<file path="src/rtl/ssf_pkg.sv">
// ssf_pkg: shared constants, FSM encoding and bank reset values for the SSF mapper controller.
// Rev 1.0
`default_nettype none

package ssf_pkg;

  localparam logic [4:0] TIME_PAGE = 5'b01111;
  localparam int         BANK_W    = 6;

  typedef enum logic [2:0] {
    S_IDLE    = 3'd0,
    S_SETTLE  = 3'd1,
    S_COMMIT  = 3'd2,
    S_ABORT   = 3'd3,
    S_WAIT_HI = 3'd4
  } state_t;

  // Bank i powers up mapped to page i, giving a linear ROM map out of reset.
  function automatic logic [BANK_W-1:0] bank_rst_val(input int idx);
    return idx[BANK_W-1:0];
  endfunction

endpackage

`default_nettype wire

</file>
<file path="src/rtl/ssf_sync.sv">
// ssf_sync: N-stage synchronizer with asynchronous active-high reset to RST_VAL.
// Rev 1.0
`default_nettype none

module ssf_sync #(
  parameter int   STAGES  = 2,
  parameter logic RST_VAL = 1'b0
) (
  input  logic clk,
  input  logic rst,
  input  logic d,
  output logic q
);

  logic [STAGES-1:0] ff;

  always_ff @(posedge clk or posedge rst) begin
    if (rst) ff <= {STAGES{RST_VAL}};
    else     ff <= {ff[STAGES-2:0], d};
  end

  assign q = ff[STAGES-1];

endmodule

`default_nettype wire

</file>
<file path="src/rtl/ssf_bank_ctrl.sv">
// ssf_bank_ctrl: qualifies synchronized /TIME writes and commits SRAM control and banks 1..7.
// Optional register readback under SSF_READBACK_EN.  Rev 1.0
`default_nettype none

module ssf_bank_ctrl #(
  parameter int SYNC_STAGES   = 2,
  parameter int SETTLE_CYCLES = 3,
  parameter int BANK_W        = 6
) (
  input  logic                  clk,
  input  logic                  rst,
  input  logic [7:0]            cart_address,
  input  logic [15:0]           cart_data_in,
  input  logic                  tme,
  input  logic                  lwr,
  input  logic                  cas0,
  input  logic                  ce_0,
  output logic                  sram_enabled,
  output logic                  sram_writable,
  output logic [7*BANK_W-1:0]   banks_flat,
  output logic                  reg_wr,
  output logic                  wr_abort,
  output logic [15:0]           rd_data,
  output logic                  rd_oe
);

  import ssf_pkg::*;

  logic tme_s, lwr_s, cas0_s, ce_0_s;

  ssf_sync #(.STAGES(SYNC_STAGES), .RST_VAL(1'b1)) u_sync_tme
    (.clk(clk), .rst(rst), .d(tme),  .q(tme_s));
  ssf_sync #(.STAGES(SYNC_STAGES), .RST_VAL(1'b1)) u_sync_lwr
    (.clk(clk), .rst(rst), .d(lwr),  .q(lwr_s));
  ssf_sync #(.STAGES(SYNC_STAGES), .RST_VAL(1'b0)) u_sync_cas0
    (.clk(clk), .rst(rst), .d(cas0), .q(cas0_s));
  ssf_sync #(.STAGES(SYNC_STAGES), .RST_VAL(1'b0)) u_sync_ce0
    (.clk(clk), .rst(rst), .d(ce_0), .q(ce_0_s));

  logic       page_hit, qual, lwr_prev, lwr_fall;
  logic [2:0] offset;

  assign page_hit = (cart_address[7:3] == TIME_PAGE);
  assign offset   = cart_address[2:0];
  assign qual     = ~tme_s & cas0_s & ce_0_s & page_hit;
  assign lwr_fall = ~lwr_s & lwr_prev;

  state_t     state, state_nx;
  logic [3:0] cnt, cnt_nx;

  always_ff @(posedge clk or posedge rst) begin
    if (rst) begin
      state    <= S_IDLE;
      cnt      <= 4'd0;
      lwr_prev <= 1'b1;
    end else begin
      state    <= state_nx;
      cnt      <= cnt_nx;
      lwr_prev <= lwr_s;
    end
  end

  always_comb begin
    state_nx = state;
    cnt_nx   = cnt;
    reg_wr   = 1'b0;
    wr_abort = 1'b0;
    case (state)
      S_IDLE: begin
        if (lwr_fall && qual) begin
          state_nx = S_SETTLE;
          cnt_nx   = 4'(SETTLE_CYCLES - 1);
        end
      end
      S_SETTLE: begin
        // Any release or loss of qualification before the count expires is a glitch.
        if (lwr_s || !qual)   state_nx = S_ABORT;
        else if (cnt == 4'd0) state_nx = S_COMMIT;
        else                  cnt_nx   = cnt - 4'd1;
      end
      S_COMMIT: begin
        reg_wr   = 1'b1;
        state_nx = S_WAIT_HI;
      end
      S_ABORT: begin
        wr_abort = 1'b1;
        state_nx = S_WAIT_HI;
      end
      S_WAIT_HI: begin
        if (lwr_s && tme_s) state_nx = S_IDLE;
      end
      default: state_nx = S_IDLE;
    endcase
  end

  logic [BANK_W-1:0] bank [1:7];

  always_ff @(posedge clk or posedge rst) begin
    if (rst) begin
      sram_enabled  <= 1'b0;
      sram_writable <= 1'b0;
      for (int i = 1; i <= 7; i++) bank[i] <= BANK_W'(bank_rst_val(i));
    end else if (reg_wr) begin
      // Address and data have been stable for the whole settle window by now.
      if (offset == 3'd0) {sram_writable, sram_enabled} <= cart_data_in[1:0];
      else                bank[offset] <= cart_data_in[BANK_W-1:0];
    end
  end

  for (genvar gi = 1; gi <= 7; gi++) begin : g_flat
    assign banks_flat[BANK_W*gi-1 -: BANK_W] = bank[gi];
  end

`ifdef SSF_READBACK_EN
  logic rd_hit, rd_oe_nx;

  assign rd_hit   = ~tme_s & ~cas0_s & page_hit;
  assign rd_oe_nx = rd_hit | (rd_oe & ~tme_s);

  always_ff @(posedge clk or posedge rst) begin
    if (rst) begin
      rd_oe   <= 1'b0;
      rd_data <= 16'h0000;
    end else begin
      rd_oe <= rd_oe_nx;
      if (!rd_oe_nx)         rd_data <= 16'h0000;
      else if (offset == 3'd0) rd_data <= {14'b0, sram_writable, sram_enabled};
      else                   rd_data <= {{(16-BANK_W){1'b0}}, bank[offset]};
    end
  end
`else
  assign rd_oe   = 1'b0;
  assign rd_data = 16'h0000;
`endif

endmodule

`default_nettype wire

</file>
<file path="config.mk">
export PLATFORM = sky130hd
export DESIGN_NAME = ssf_bank_ctrl
export DESIGN_NICKNAME = d
export VERILOG_FILES = /design/src/rtl/ssf_pkg.sv /design/src/rtl/ssf_sync.sv /design/src/rtl/ssf_bank_ctrl.sv
export SDC_FILE = /design/constraint.sdc
export NUM_CORES = 1
export LEC_CHECK = 0
export CORE_ASPECT_RATIO = 1.5
export CORE_MARGIN = 10
export CORE_UTILIZATION = 40
export CTS_BUF_LIST = sky130_fd_sc_hd__clkbuf_2 sky130_fd_sc_hd__clkbuf_4 sky130_fd_sc_hd__clkbuf_8
export DETAILED_ROUTE_END_ITERATION = 8
export PLACE_DENSITY = 0.76
export SYNTH_ARGS = -nofsm -noshare
export SYNTH_HDL_FRONTEND = slang
export SYNTH_HIERARCHICAL = 1
export SYNTH_SLANG_ARGS = --single-unit
</file>
<file path="constraint.sdc">
create_clock -name clk -period 1.6 [get_ports clk]
set_input_delay 0.48 -clock clk [delete_from_list [all_inputs] [get_ports clk]]
set_output_delay 0.48 -clock clk [all_outputs]
set_load 0.02 [all_outputs]
</file>
; Word level (Yosys, flattened, before mapping)
; Cells that the tools add are included.
[op_classes]
muxes = 14
n_reduce_logical = 14
n_lt_le_gt_ge = 2
add_sub_neg = 1
n_bitwise = 8
n_eq_ne = 10
[ops]
columns = cell, n
row1 = 42-bit bitwise mux, 1
row2 = 6-bit demux with 3-bit select, 1
row3 = 3-bit 2-to-1 mux, 4
row4 = 4-bit 2-to-1 mux, 3
row5 = 3-bit one-hot mux with 4 select lines, 1
row6 = 2-bit inequality test (second input constant), 4
row7 = 4-bit one-hot mux with 2 select lines, 1
row8 = 3-bit by 2-bit == test with 1-bit output (second input constant), 2
row9 = 3-bit logical NOT, 2
row10 = 6-bit 2-to-1 mux, 1
row11 = 5-bit by 4-bit == test with 1-bit output (second input constant), 1
row12 = 1-bit AND, 4
row13 = 4-bit >= comparator (second input constant), 1
row14 = 4-bit logical NOT, 1
row15 = 4-bit by 1-bit < comparator with 1-bit output (second input constant), 1
row16 = 3-bit inverter with 4-bit output, 1
row17 = 2-bit AND reduction, 2
row18 = 4-bit AND reduction, 1
row19 = 4-bit by 1-bit subtractor with 4-bit output (second input constant), 1
row20 = 3-bit by 1-bit == test with 1-bit output (second input constant), 1
row21 = 3-bit == test (second input constant), 1
row22 = 1-bit logical AND, 3
row23 = 3-bit inequality test (second input constant), 1
row24 = 1-bit inverter, 3
row25 = 6 further kinds, 7
[word_totals]
regBits = 60
inputBits = 30
elab_cells = 65
out_inout_bits = 63

; Depth between registers and ports, before layout
[logic_depth]
depth_word = 8
depth_mapped = 5
depth_no_buf = 5

; Modules after synthesis
; The synthesis kept the hierarchy.
[modules_own_cells]
columns = mod, seq_area_each_um2, instances, area_per_inst_um2, cells_each
row1 = ssf_bank_ctrl, 1317.5, 1, 2299.7, 162
row2 = ssf_sync (u_sync_lwr ...), 52.6, 2, 56.3, 3
row3 = ssf_sync (u_sync_cas0 ...), 50.0, 2, 53.8, 3

; Worst setup path before layout
; OpenSTA, ideal clock, no wires.
[synth_path]
kind = flip-flop to flip-flop
from = register state[2]
to = register bank, in the netlist banks_flat[39]
path_stages_with_launch = 6
slack_ns = -0.415
synth_period_minus_slack_ns = 2.015
t_arrival_ns = 1.890
path_buffers = 1
required_ns = 1.475
setup_ns = 0.125
cell_sequence = dfrtp_1 -> nor3b_1 -> and2_2 -> and3_1 -> buf_6 -> mux2_2
[synth_between]
elab_chain_cells = 3
[synth_rtl]
columns = item, line_no
row1 = "start, declared", ssf_bank_ctrl.sv:48  ; state_t state, state_nx;
row2 = "start signal, assigned", ssf_bank_ctrl.sv:57  ; state <= state_nx;
row3 = 3-bit by 2-bit == test with 1-bit output, ssf_bank_ctrl.sv:68  ; case (state)
row4 = 1-bit 2-to-1 mux, ssf_bank_ctrl.sv:68
row5 = named net reg_wr, ssf_bank_ctrl.sv:21  ; output logic reg_wr,
row6 = 2-bit AND reduction (no source line), --
row7 = "end signal, assigned by index", ssf_bank_ctrl.sv:106  ; else bank[offset] <= cart_data_in[BANK_W-1:0];
row8 = "end, declared", ssf_bank_ctrl.sv:96  ; logic [BANK_W-1:0] bank [1:7];
; The timed path passes the listed nets, and every way through them passes these cells.
; A chain may end at the register's enable or synchronous reset.

; Final worst setup path
[layout_path]
from = register state[0]
to = register bank, in the netlist banks_flat[35]
[layout_between]
elab_chain_cells = 3
[layout_rtl]
columns = item, line_no
row1 = 3-bit by 2-bit == test with 1-bit output, ssf_bank_ctrl.sv:68
row2 = 1-bit 2-to-1 mux, ssf_bank_ctrl.sv:68
row3 = 2-bit AND reduction (no source line), --
; Every way passes these cells.

==> flow_metrics.tcl <==
set metrics [dict create \
    finalCritPeriodShare_pct 105 \
    cts_made_buffers 9 \
    avgSynthCellArea_um2 14.5 \
    drv_cap 0 \
    endpoint_kind "flop" \
    synth_mux_area_share_pct 20.5 \
    max_freq_ghz 0.594 \
    synthCells 174 \
    n_fill_cell 515 \
    hold_slack_ps 352 \
    synth_area_leader_cell "dfrtp_1" \
    setup_viol 20 \
    synth_top_area_share_pct 42.7 \
    yosys.cell_types.count 33 \
    synth_compound_area_share_pct 3.18 \
    drt_iter0_drc 60 \
    grt-ovfl-total 0 \
    synth_edf_count 0 \
    arrival_ps 1900 \
    place_ws_ps -351 \
    wl_per_cell_um 17.0 \
    p_total_mw 3.69 \
    synth_top_family_by_area "multiplexers" \
    final_nets 294 \
    rsz0062_at_grt "true" \
    setup_ws_ps -82.6 \
    critical_path.top_delay_family "simple AND/OR/NAND/NOR gates" \
    clock-root-buffer "clkbuf_8" \
    power.density_mw_per_mm2 1030 \
    yosysWarnings 6 \
    outcome "finished with violations" \
    fin_crit_ps 1680 \
    cts_sinks 60 \
    dr.pass1.iters 4 \
    cts_tree "done" \
    peakVddDrop_mv 0.597 \
    area_growth_pct 42.0 \
    grt_pass1_wl_um 9230 \
    ys_seq_elements 60 \
    register_area_mm2 0.00152 \
    drive_above_1_share_pct 47.9 \
    dp_hpwl_um 4240 \
    postRouteAntennaNets 0 \
    clkLatencyLatePin_ps 340 \
    utilization_pct 58.4 \
    cp_max_fo 6 \
    critPathSlowestCell "dfrtp_1" \
    gp_congestion 0.744 \
    routed_wl_um 5780 \
    vias 1603 \
    antenna_cells 0 \
    clk_pin_slew_worst_paths_ps 70 \
    synth_simple_gate_area_share_pct 7.15 \
    min_path_type "reg -> reg" \
    core_area_mm2 0.00613 \
    worstSetupPathType "reg -> reg" \
    rows 35 \
    synth_xor_area_share_pct 0 \
    async_reset_ff_share_pct 100 \
    most-common-layout-cells "dfrtp_1 (43), mux2_2 (33), dlygate4sd2_1 (32)" \
    io_buffers 65 \
    htree_num_levels 3 \
    hold_viol_final 0 \
    violations "negative setup slack" \
    critPathBufInv 1 \
    fp.dieW_um 84.8 \
    final_common_cell "dfrtp_1" \
    die_area_mm2 0.00994 \
    grt_pass1_vias 1783 \
    clock_skew_ps 9.67 \
    cts_buffer_depth 2 \
    fp.dieH_um 117 \
    synth-seq-area-share_pct 60.4 \
    synth_flop_cell "dfrtp_1" \
    slew_violations 0 \
    grt.total_usage_pct 11.9 \
    syn_area_mm2 0.00252 \
    grt_max_degree 53 \
    power.static_leakage_nw 1.92 \
    crit_chain "nor3b_4, buf_4, and2b_2, and3_4, mux2_4" \
    start_util_pct 41.1 \
    ys_top_cells_by_area "dfrtp_1 (43%), mux2_2 (20%), dfstp_2 (18%), buf_4 (5.4%), inv_1 (1.3%)" \
    multiInputGateArea_um2 970 \
    antenna_found_initial 0 \
    routed_via_density 4.70 \
    critical_path_required_ps 1820 \
    setup.worst_path.start_class "flop" \
    synthAdderAreaFrac_pct 0.993 \
    drc 0 \
    hold_buffers 0 \
    slowest_delay_ps 430 \
    io_pins 93 \
    tns_ps -706 \
]
## what timing repair did
action	4_1_cts	5_1_grt
endpoints found under the hold margin	0	0
buffers inserted	1	2
resized for setup	109	5
cloned	0	0
endpoints found under the setup margin	71	37
pin swaps	5	6
## registers in the layout (all words and copies together) (netlist names)
name            cells
u_sync_tme/ff       2
state               3
banks_flat         42
u_sync_ce0/ff       2
sram_writable       1
u_sync_cas0/ff      2
sram_enabled        1
lwr_prev            1
cnt                 4
u_sync_lwr/ff       2
## area by class of cell
type                            count  share of cell area (%)
Sequential cell                    60                    42.6
Clock buffer                       12                    4.27
Timing Repair Buffer               81                    20.4
Clock inverter                      4                    2.03
Inverter                            9                    1.05
Tap cell                           74                    2.59
Multi-Input combinational cell    101                    27.1
## path summary, 6_finish.rpt
path / slack [ps] / end / from / cells after the start
hold reg to reg: 350 / u_sync_ce0/ff[1] / u_sync_ce0/ff[0] / 0
max in group asynchronous: 630 / banks_flat[37] / rst / 3
setup reg to reg: -80 / banks_flat[35] / state[0] / 5
setup / recovery: -80 / banks_flat[35] / state[0] / 5
min in group asynchronous: 460 / u_sync_ce0/ff[0] / rst / 2
hold / removal: 350 / u_sync_ce0/ff[1] / u_sync_ce0/ff[0] / 0
## synthesized netlist by cell type (2+ instances only)
cell type  count
mux2_2        45
dfrtp_1       43
buf_4         18
dfstp_2       17
inv_1          9
nand2_1        6
nor2_1         3
a21o_2         2
and3_1         2
buf_6          2
ha_1           2
nor2b_1        2
nor3_1         2
nor3b_1        2
## report_power, final
part / switching [mW] / leakage (nW) / internal, mW
combinational: 0.268 / 1.04 / 0.221
clock: 0.576 / 0.113 / 0.952
sequential: 0.0473 / 0.759 / 1.63
total: 0.891 / 1.92 / 2.80
## layer usage
| metal | global-route usage (%) | up-vias | routed length [µm] |
|---|---|---|---|
| met4 | 5.95 | 0 | 89 |
| met2 | 19.2 | 63 | 2970 |
| li1 | - | 745 | - |
| met5 | 0 | - | 0 |
| met3 | 5.26 | 8 | 468 |
| met1 | 13.0 | 787 | 2260 |
## stage by stage
step / instances / area (µm²)
after global routing: 341 / 3580
final: 341 / 3580
after detailed placement: 326 / 3410
after CTS: 342 / 3590
after global placement: 326 / 3410
after floorplan: 190 / 2620
## kinds of logic after synthesis
logic type | after synthesis
flip-flops | 60
multiplexers | 46
buffers and inverters | 29
AND/OR/NAND/NOR | 27
AO/OA/AOI/OAI | 9
adder cells (fa/ha/maj) | 2
other | 1
Power figures use the tool's default switching activity.
